### src/rtl/pipe_wb_regfile.sv
// Write-back stage and architectural register file: selects the write-back
// data, commits it, and serves two bypassed read ports plus a debug port.
module pipe_wb_regfile #(
  parameter int WIDTH  = 32,
  parameter int ADDR_W = 5,
  parameter int BYPASS = 1
) (
  input  logic              clock,
  input  logic              resetn,
  input  logic              wwreg,
  input  logic              wm2reg,
  input  logic [WIDTH-1:0]  wmo,
  input  logic [WIDTH-1:0]  walu,
  input  logic [ADDR_W-1:0] wrn,
  input  logic [ADDR_W-1:0] rna,
  input  logic [ADDR_W-1:0] rnb,
  output logic [WIDTH-1:0]  qa,
  output logic [WIDTH-1:0]  qb,
  output logic [WIDTH-1:0]  wdi,
  output logic              wcommit,
  input  logic [ADDR_W-1:0] dbg_rn,
  output logic [WIDTH-1:0]  dbg_q,
  output logic [31:0]       wb_count
);

  localparam int NREG = 1 << ADDR_W;

  logic [WIDTH-1:0] r_regs [0:NREG-1];
  logic [31:0]      r_wb_count;
  logic [WIDTH-1:0] w_wdi;
  logic             w_commit;

  assign w_wdi    = wm2reg ? wmo : walu;
  assign w_commit = wwreg & (wrn != '0);

  // Entry 0 is cleared by reset and never written; reads mask it regardless.
  always_ff @(posedge clock) begin
    if (!resetn) begin
      for (int i = 0; i < NREG; i++) begin
        r_regs[i] <= '0;
      end
    end else if (w_commit) begin
      r_regs[wrn] <= w_wdi;
    end
  end

  always_ff @(posedge clock) begin
    if (!resetn) begin
      r_wb_count <= '0;
    end else if (w_commit) begin
      r_wb_count <= r_wb_count + 32'd1;
    end
  end

  function automatic logic [WIDTH-1:0] f_read(input logic [ADDR_W-1:0] rn,
                                              input logic              byp);
    logic [WIDTH-1:0] q;
    if (rn == '0) begin
      q = '0;
    end else if (byp && w_commit && (rn == wrn)) begin
      q = w_wdi;
    end else begin
      q = r_regs[rn];
    end
    return q;
  endfunction

  assign qa       = f_read(rna, BYPASS != 0);
  assign qb       = f_read(rnb, BYPASS != 0);
  assign dbg_q    = f_read(dbg_rn, 1'b0);
  assign wdi      = w_wdi;
  assign wcommit  = w_commit;
  assign wb_count = r_wb_count;

endmodule
### config.mk
export PLATFORM = sky130hd
export DESIGN_NAME = pipe_wb_regfile
export DESIGN_NICKNAME = d
export VERILOG_FILES = /design/src/rtl/pipe_wb_regfile.sv
export SDC_FILE = /design/constraint.sdc
export NUM_CORES = 2
export LEC_CHECK = 0
export CAP_MARGIN = 15
export CELL_PAD_IN_SITES_DETAIL_PLACEMENT = 1
export CELL_PAD_IN_SITES_GLOBAL_PLACEMENT = 1
export CORE_ASPECT_RATIO = 1.2
export CORE_MARGIN = 5
export CORE_UTILIZATION = 34
export CTS_CLUSTER_DIAMETER = 30
export DETAILED_ROUTE_END_ITERATION = 10
export PLACE_DENSITY = 0.57
export SKIP_LAST_GASP = 1
export SLEW_MARGIN = 20
export SYNTH_ARGS = -nofsm -noshare
export SYNTH_HDL_FRONTEND = slang
export SYNTH_SLANG_ARGS = --single-unit
### constraint.sdc
create_clock -name clock -period 5.9 [get_ports clock]
set_input_delay 0.59 -clock clock [delete_from_list [all_inputs] [get_ports clock]]
set_output_delay 0.59 -clock clock [all_outputs]
set_load 0.02 [all_outputs]
# Yosys cells after proc, flatten, opt, wreduce, memory -nomap -nowiden
# Memory sizes are Yosys's and may differ from the RTL's.
# Index checks and enable logic that the tools add are counted.
dict set report totals {
  reg_bits 32
  ram_bits 1024
  output_inout_bits 161
  wordCells 26
  n_memories 1
}
dict set report classes {
  n_addsub 1
  n_eq_ne 2
  n_mux 13
  bitwise 1
  n_reduce_logical 7
}
# name depth word_bits rd rd_ports_with_merged_regs write_ports line
set mem_list {}
lappend mem_list {r_regs 32 32 3 0 32 28} ;# logic [WIDTH-1:0] r_regs [0:NREG-1];
# operator n
set ops {}
lappend ops {{2-to-1 mux 32 bit} 7}
lappend ops {{adder 32 x 1 -> 32 bit, second input constant} 1}
lappend ops {{OR reduction 32 bit} 1}
lappend ops {{zero test 5 bit} 3}
lappend ops {{== test 5 bit} 2}
lappend ops {{2-to-1 mux 1 bit} 5}
lappend ops {{2-to-1 mux 5 bit} 1}
lappend ops {{nonzero test 5 bit} 1}
lappend ops {{logical AND 1 bit} 2}
lappend ops {{bitwise AND 1 bit} 1}

# Longest topological paths before layout
dict set report depth {
  word_depth 7
  depth_mapped 9
  mapped_depth_nobuf 6
}

# Worst setup path before layout
# No wires, ideal clock.
dict set report synth_path {
  kind {in2out}
  from {input port wrn[2]}
  to {output port qb[23]}
  arrival_time_ps 2537
  setup_slack_ps 2773
  path_stages 9
  n_path_buf 4
  cell_sequence {buf_2 > nor3_4 > a21oi_1 > buf_2 > and3_1 > buf_2 > clkbuf_1 > a211oi_1 > a211oi_1}
}
dict set report synth_between {
  elab_chain_len 5
  word_cells_on_any_way 6
  classes_between {eq/ne (1); mux (2); bitwise (1); reduce/logical (2)}
}
# item line
set synth_lines {}
lappend synth_lines {{start, declared} 14} ;# input logic [ADDR_W-1:0] wrn,
lappend synth_lines {{nonzero test 5 bit} 34} ;# assign w_commit = wwreg & (wrn != '0);
lappend synth_lines {{bitwise AND 1 bit} 34}
lappend synth_lines {{net wcommit} 20} ;# output logic wcommit,
lappend synth_lines {{logical AND 1 bit} 60} ;# end else if (byp && w_commit && (rn == wrn)) begin
lappend synth_lines {{2-to-1 mux 32 bit} 60}
lappend synth_lines {{2-to-1 mux 32 bit} 58} ;# if (rn == '0) begin
lappend synth_lines {{end, declared} 18} ;# output logic [WIDTH-1:0] qb,
# The timed path passes the listed nets, and every way through them passes these cells.

# Worst setup path in the final report
dict set report layout_path {
  from {input port wrn[2]}
  to {output port qa[14]}
}
dict set report layout_between {
  elab_chain_len 5
  word_cells_on_any_way 6
  classes_between {eq/ne (1); mux (2); bitwise (1); reduce/logical (2)}
}
# item line
set layout_lines {}
lappend layout_lines {{nonzero test 5 bit} 34}
lappend layout_lines {{bitwise AND 1 bit} 34}
lappend layout_lines {{logical AND 1 bit *} 60}
lappend layout_lines {{2-to-1 mux 32 bit *} 60}
lappend layout_lines {{2-to-1 mux 32 bit *} 58}
lappend layout_lines {{end, declared} 17} ;# output logic [WIDTH-1:0] qa,
# Every way passes the cells marked *; elsewhere a longest branch is shown, timed or not.

==> flow_summary.html <==
<table>
<tr><th>Metric</th><th>Value</th></tr>
<tr><th colspan="2">Status</th></tr>
<tr><td>Result of the run</td><td>completed</td></tr>
<tr><th colspan="2">Global route</th></tr>
<tr><td>Vias in the first global route</td><td>49500</td></tr>
<tr><td>Maximum number of pins on one net before global-route repair</td><td>97</td></tr>
<tr><td>GR Overflow Total</td><td>0</td></tr>
<tr><td>Number of antenna violations at the first check in global routing</td><td>25</td></tr>
<tr><td>Wire length of the first global-routing pass</td><td>416 mm</td></tr>
<tr><td>Global router's overall resource usage</td><td>31.2%</td></tr>
<tr><th colspan="2">Drt</th></tr>
<tr><td>Total via count after detailed routing</td><td>48900</td></tr>
<tr><td>Number of antenna-violating nets in the routed design</td><td>0</td></tr>
<tr><td>Total wire length</td><td>309 mm</td></tr>
<tr><td>Drt drc</td><td>0</td></tr>
<tr><td>Detail-routed via count per cell</td><td>6.66</td></tr>
<tr><td>DR WL/cell</td><td>42.1 µm</td></tr>
<tr><td>Initial drt markers</td><td>7513</td></tr>
<tr><td>Router iterations before antenna repair</td><td>6</td></tr>
<tr><th colspan="2">Floorplanning</th></tr>
<tr><td>Boundary Pins</td><td>249</td></tr>
<tr><td>Floorplan die area</td><td>193000 µm²</td></tr>
<tr><td>Initial Util</td><td>34.2%</td></tr>
<tr><td>Die Ht</td><td>480 µm</td></tr>
<tr><td>Width of the die</td><td>402 µm</td></tr>
<tr><td>Core Box Area</td><td>183000 µm²</td></tr>
<tr><td>Cell row count</td><td>172</td></tr>
<tr><th colspan="2">Power</th></tr>
<tr><td>Pint</td><td>20.2 mW</td></tr>
<tr><td>Switching power as a share of total power</td><td>26.5%</td></tr>
<tr><td>PwrDens</td><td>354 nW/µm²</td></tr>
<tr><td>Leak</td><td>27.3 nW</td></tr>
<tr><td>Share of power burned in the clock network</td><td>53.1%</td></tr>
<tr><td>Peak supply drop</td><td>0.180 mV</td></tr>
<tr><td>Proportion of power drawn by combinational gates</td><td>14.2%</td></tr>
<tr><td>Net switching power</td><td>7.27 mW</td></tr>
<tr><td>Part of the power in registers</td><td>32.7%</td></tr>
<tr><th colspan="2">Clock tree</th></tr>
<tr><td>Worst skew pair latency</td><td>0.90 ns</td></tr>
<tr><td>Number of buffers inserted during clock tree synthesis</td><td>274</td></tr>
<tr><td>TritonCTS clock tree</td><td>built</td></tr>
<tr><td>Buffer count from post-CTS setup fixing</td><td>0</td></tr>
<tr><td>Register clock-pin slew on the reported worst setup and hold paths</td><td>0.04 ns</td></tr>
<tr><td>CTS Root Buffer Type</td><td>sky130_fd_sc_hd__clkbuf_16</td></tr>
<tr><td>Number of hold-repair buffers added at the cts stage</td><td>0</td></tr>
<tr><td>Buffers from clock root to sink, at most</td><td>4</td></tr>
<tr><td>Number of H-tree levels</td><td>5</td></tr>
<tr><td>Count of clock tree sinks</td><td>1056</td></tr>
<tr><td>CTS resizes</td><td>0</td></tr>
<tr><th colspan="2">Worst setup path</th></tr>
<tr><td>Critical path capture point type</td><td>output port</td></tr>
<tr><td>Ordered cell list for the critical path</td><td>clkdlybuf4s50_1, buf_4, xor2_1, nor4_1, nand3_4, nand2_2, buf_4, o22ai_1, clkdlybuf4s50_1</td></tr>
<tr><td>Data arrival time of the critical path</td><td>4.61 ns</td></tr>
<tr><td>Critical Path Start Type</td><td>primary input</td></tr>
<tr><td>Slowest cell on the critical path</td><td>sky130_fd_sc_hd__nor4_1</td></tr>
<tr><td>Slowest stage delay, CP</td><td>0.71 ns</td></tr>
<tr><td>Type of the worst setup path</td><td>primary input to output port</td></tr>
<tr><td>Crit path buf inv count</td><td>4</td></tr>
<tr><td>Largest delay share family, worst path</td><td>simple AND/OR/NAND/NOR gates</td></tr>
<tr><td>CP max FO</td><td>15</td></tr>
<tr><td>Required time of the critical path</td><td>5.31 ns</td></tr>
<tr><th colspan="2">Synthesis</th></tr>
<tr><td>Most frequently used flop master after synthesis</td><td>sky130_fd_sc_hd__edfxtp_1</td></tr>
<tr><td>Cell taking the most area after synthesis</td><td>sky130_fd_sc_hd__edfxtp_1</td></tr>
<tr><td>Post-synth EDFFs</td><td>1024</td></tr>
<tr><td>Cell area after technology mapping</td><td>62600 µm²</td></tr>
<tr><td>Cell types occupying the most area after synthesis</td><td>sky130_fd_sc_hd__edfxtp_1 (49%), sky130_fd_sc_hd__mux4_2 (29%), sky130_fd_sc_hd__nor2_1 (6.6%)</td></tr>
<tr><td>Gate count of the mapped netlist</td><td>4418</td></tr>
<tr><td>Fraction of registers with async set or reset after synthesis</td><td>0%</td></tr>
<tr><td>Fraction of the yosys area taken by sequential cells</td><td>50.1%</td></tr>
<tr><td>Yosys cell types</td><td>61</td></tr>
<tr><td>Number of warnings printed during yosys synthesis</td><td>0</td></tr>
<tr><td>Average size of a mapped cell</td><td>14.2 µm²</td></tr>
<tr><td>Share of Yosys cell area claimed by the top area cell type</td><td>49.1%</td></tr>
<tr><td>Yosys reg bits</td><td>1056</td></tr>
<tr><th colspan="2">Timing</th></tr>
<tr><td>F_max</td><td>192 MHz</td></tr>
<tr><td>RSZ-0062 raised after global routing</td><td>no</td></tr>
<tr><td>Relative slew slack</td><td>17.9%</td></tr>
<tr><td>Final-report max-slew violation count</td><td>0</td></tr>
<tr><td>Count of final hold-check violations</td><td>0</td></tr>
<tr><td>Accumulated negative setup slack</td><td>0 ns</td></tr>
<tr><td>Final setup skew</td><td>0.0175 ns</td></tr>
<tr><td>Post-route minimum period</td><td>5.20 ns</td></tr>
<tr><td>Setup Viol. Count Final</td><td>0</td></tr>
<tr><td>Ratio of final minimum period to clock period</td><td>88.2%</td></tr>
<tr><td>Slew at the pin closest to its max-slew limit</td><td>1.23 ns</td></tr>
<tr><th colspan="2">Job</th></tr>
<tr><td>Count of maximum capacitance violations</td><td>0</td></tr>
<tr><th colspan="2">Layout</th></tr>
<tr><td>Area taken by flip-flops and latches</td><td>31400 µm²</td></tr>
<tr><td>Synthesis-to-finish area growth</td><td>24.1%</td></tr>
<tr><td>Area taken by multi-input logic gates</td><td>29900 µm²</td></tr>
<tr><td>Number of nets in the finished design</td><td>4792</td></tr>
<tr><td>Share of cells above drive strength 1</td><td>32.1%</td></tr>
<tr><td>Number of fillers in the final layout</td><td>18200</td></tr>
<tr><td>Area of all placed cells without fillers</td><td>77700 µm²</td></tr>
<tr><th colspan="2">Placed design</th></tr>
<tr><td>Placer's final routability congestion estimate</td><td>0.848</td></tr>
<tr><td>Number of input and output port buffers inserted</td><td>248</td></tr>
<tr><td>HPWL reported at the end of detailed placement</td><td>175 mm</td></tr>
<tr><td>Cell area after placement</td><td>68900 µm²</td></tr>
<tr><th colspan="2">Worst hold path</th></tr>
<tr><td>Hold crit path type</td><td>primary input to flip-flop</td></tr>
</table>
==> sequential cells by signal (all words and copies together), names as in the netlist <==
signal,cells
r_regs,1024
wb_count,32
==> cell families (layout without fill, tap and decap cells) <==
kind of cell / count (synthesis) / count (layout) / share of synthesized area, %
AND/OR/NAND/NOR: 1411 / 1411 / 8.85
flip-flops: 1056 / 1056 / 50.1
adder cells (fa/ha/maj): 1 / 1 / 0.0200
AO/OA/AOI/OAI: 318 / 318 / 3.76
other: 1 / 41 / 0.00599
XOR/XNOR: 34 / 34 / 0.475
buffers and inverters: 532 / 973 / 3.79
multiplexers: 1065 / 1065 / 33.0
==> per-stage QoR <==
step | power, mW | hold WS, ns | std cells | util (%) | setup slack (ns)
2_1_floorplan | 11.2 | 0.551 | 4449 | - | 2.77
3_3_place_gp | 12.9 | 0.466 | 6863 | 37.6 | 0.759
3_5_place_dp | 12.9 | 0.478 | 6863 | 37.6 | 0.782
4_1_cts | 27.5 | 0.239 | 7326 | 42.4 | 0.779
5_1_grt | 28.1 | 0.291 | 7327 | 42.4 | 0.590
6_report | 27.5 | 0.284 | 7335 | 42.4 | 0.697
==> final cells by class <==
cell class                      count  share of cell area, %
Timing Repair Buffer              462                   5.65
Antenna cell                        9                 0.0290
Clock buffer                      308                   9.16
Tap cell                         2436                   3.92
Sequential cell                  1056                   40.4
Clock inverter                    155                   2.17
Inverter                           48                  0.242
Multi-Input combinational cell   2861                   38.4
==> power by group through the flow <==
| stage | Clock [mW] | Sequential (mW) | Combinational (mW) |
|---|---|---|---|
| finish | 14.6 | 8.98 | 3.90 |
| global route | 15.1 | 9.01 | 4.00 |
| CTS | 14.7 | 8.96 | 3.86 |
| detailed placement | 0 | 9.09 | 3.84 |
| global placement | 0 | 9.05 | 3.83 |
| floorplan | 0 | 8.97 | 2.21 |
==> metal layers <==
metal,vias to the layer above,GRT usage (%),part of all wire [%]
li1,18000,-,-
met1,26200,40.4,37
met2,3730,47.3,45
met3,883,9.77,12
met4,8,16.3,5.8
met5,-,0,0.016
==> cell usage after synthesis (32+ instances only) <==
| cell type | n |
|---|---|
| sky130_fd_sc_hd__dfxtp_1 | 32 |
| sky130_fd_sc_hd__a32oi_1 | 48 |
| sky130_fd_sc_hd__o22ai_1 | 43 |
| sky130_fd_sc_hd__nor2_1 | 1101 |
| sky130_fd_sc_hd__clkbuf_1 | 316 |
| sky130_fd_sc_hd__inv_1 | 46 |
| sky130_fd_sc_hd__o21ai_0 | 57 |
| sky130_fd_sc_hd__nand2_1 | 206 |
| sky130_fd_sc_hd__mux4_2 | 798 |
| sky130_fd_sc_hd__buf_4 | 39 |
| sky130_fd_sc_hd__buf_2 | 91 |
| sky130_fd_sc_hd__mux2i_1 | 260 |
| sky130_fd_sc_hd__a221oi_1 | 40 |
| sky130_fd_sc_hd__edfxtp_1 | 1024 |
==> path summary, 6_finish.rpt <==
check | startpoint | end | slack (ns) | depth (start not counted)
max | wrn[2] | qa[14] | 0.70 | 9
min reg2reg | wb_count[31] | wb_count[31] | 0.48 | 2
min | resetn | wb_count[21] | 0.28 | 3
max reg2reg | wb_count[2] | wb_count[31] | 3.23 | 5
==> placed cells by master (no fill, tap or decap), types with 36 or more instances in the layout <==
| cell | count |
|---|---|
| sky130_fd_sc_hd__inv_1 | 44 |
| sky130_fd_sc_hd__clkinv_2 | 36 |
| sky130_fd_sc_hd__clkdlybuf4s50_1 | 229 |
| sky130_fd_sc_hd__mux4_2 | 798 |
| sky130_fd_sc_hd__buf_4 | 196 |
| sky130_fd_sc_hd__a32oi_1 | 48 |
| sky130_fd_sc_hd__clkbuf_16 | 279 |
| sky130_fd_sc_hd__edfxtp_1 | 1024 |
| sky130_fd_sc_hd__a221oi_1 | 40 |
| sky130_fd_sc_hd__o21ai_0 | 57 |
| sky130_fd_sc_hd__nand2_1 | 143 |
| sky130_fd_sc_hd__mux2i_1 | 228 |
| sky130_fd_sc_hd__nor2_1 | 1092 |
| sky130_fd_sc_hd__o22ai_1 | 43 |
==> tightest hold or removal path, cell delays in order <==
cell                     delay (ns)
sky130_fd_sc_hd__buf_4         0.12
sky130_fd_sc_hd__inv_4         0.25
sky130_fd_sc_hd__nor2_1        0.17
(Power assumes the default switching activity.)
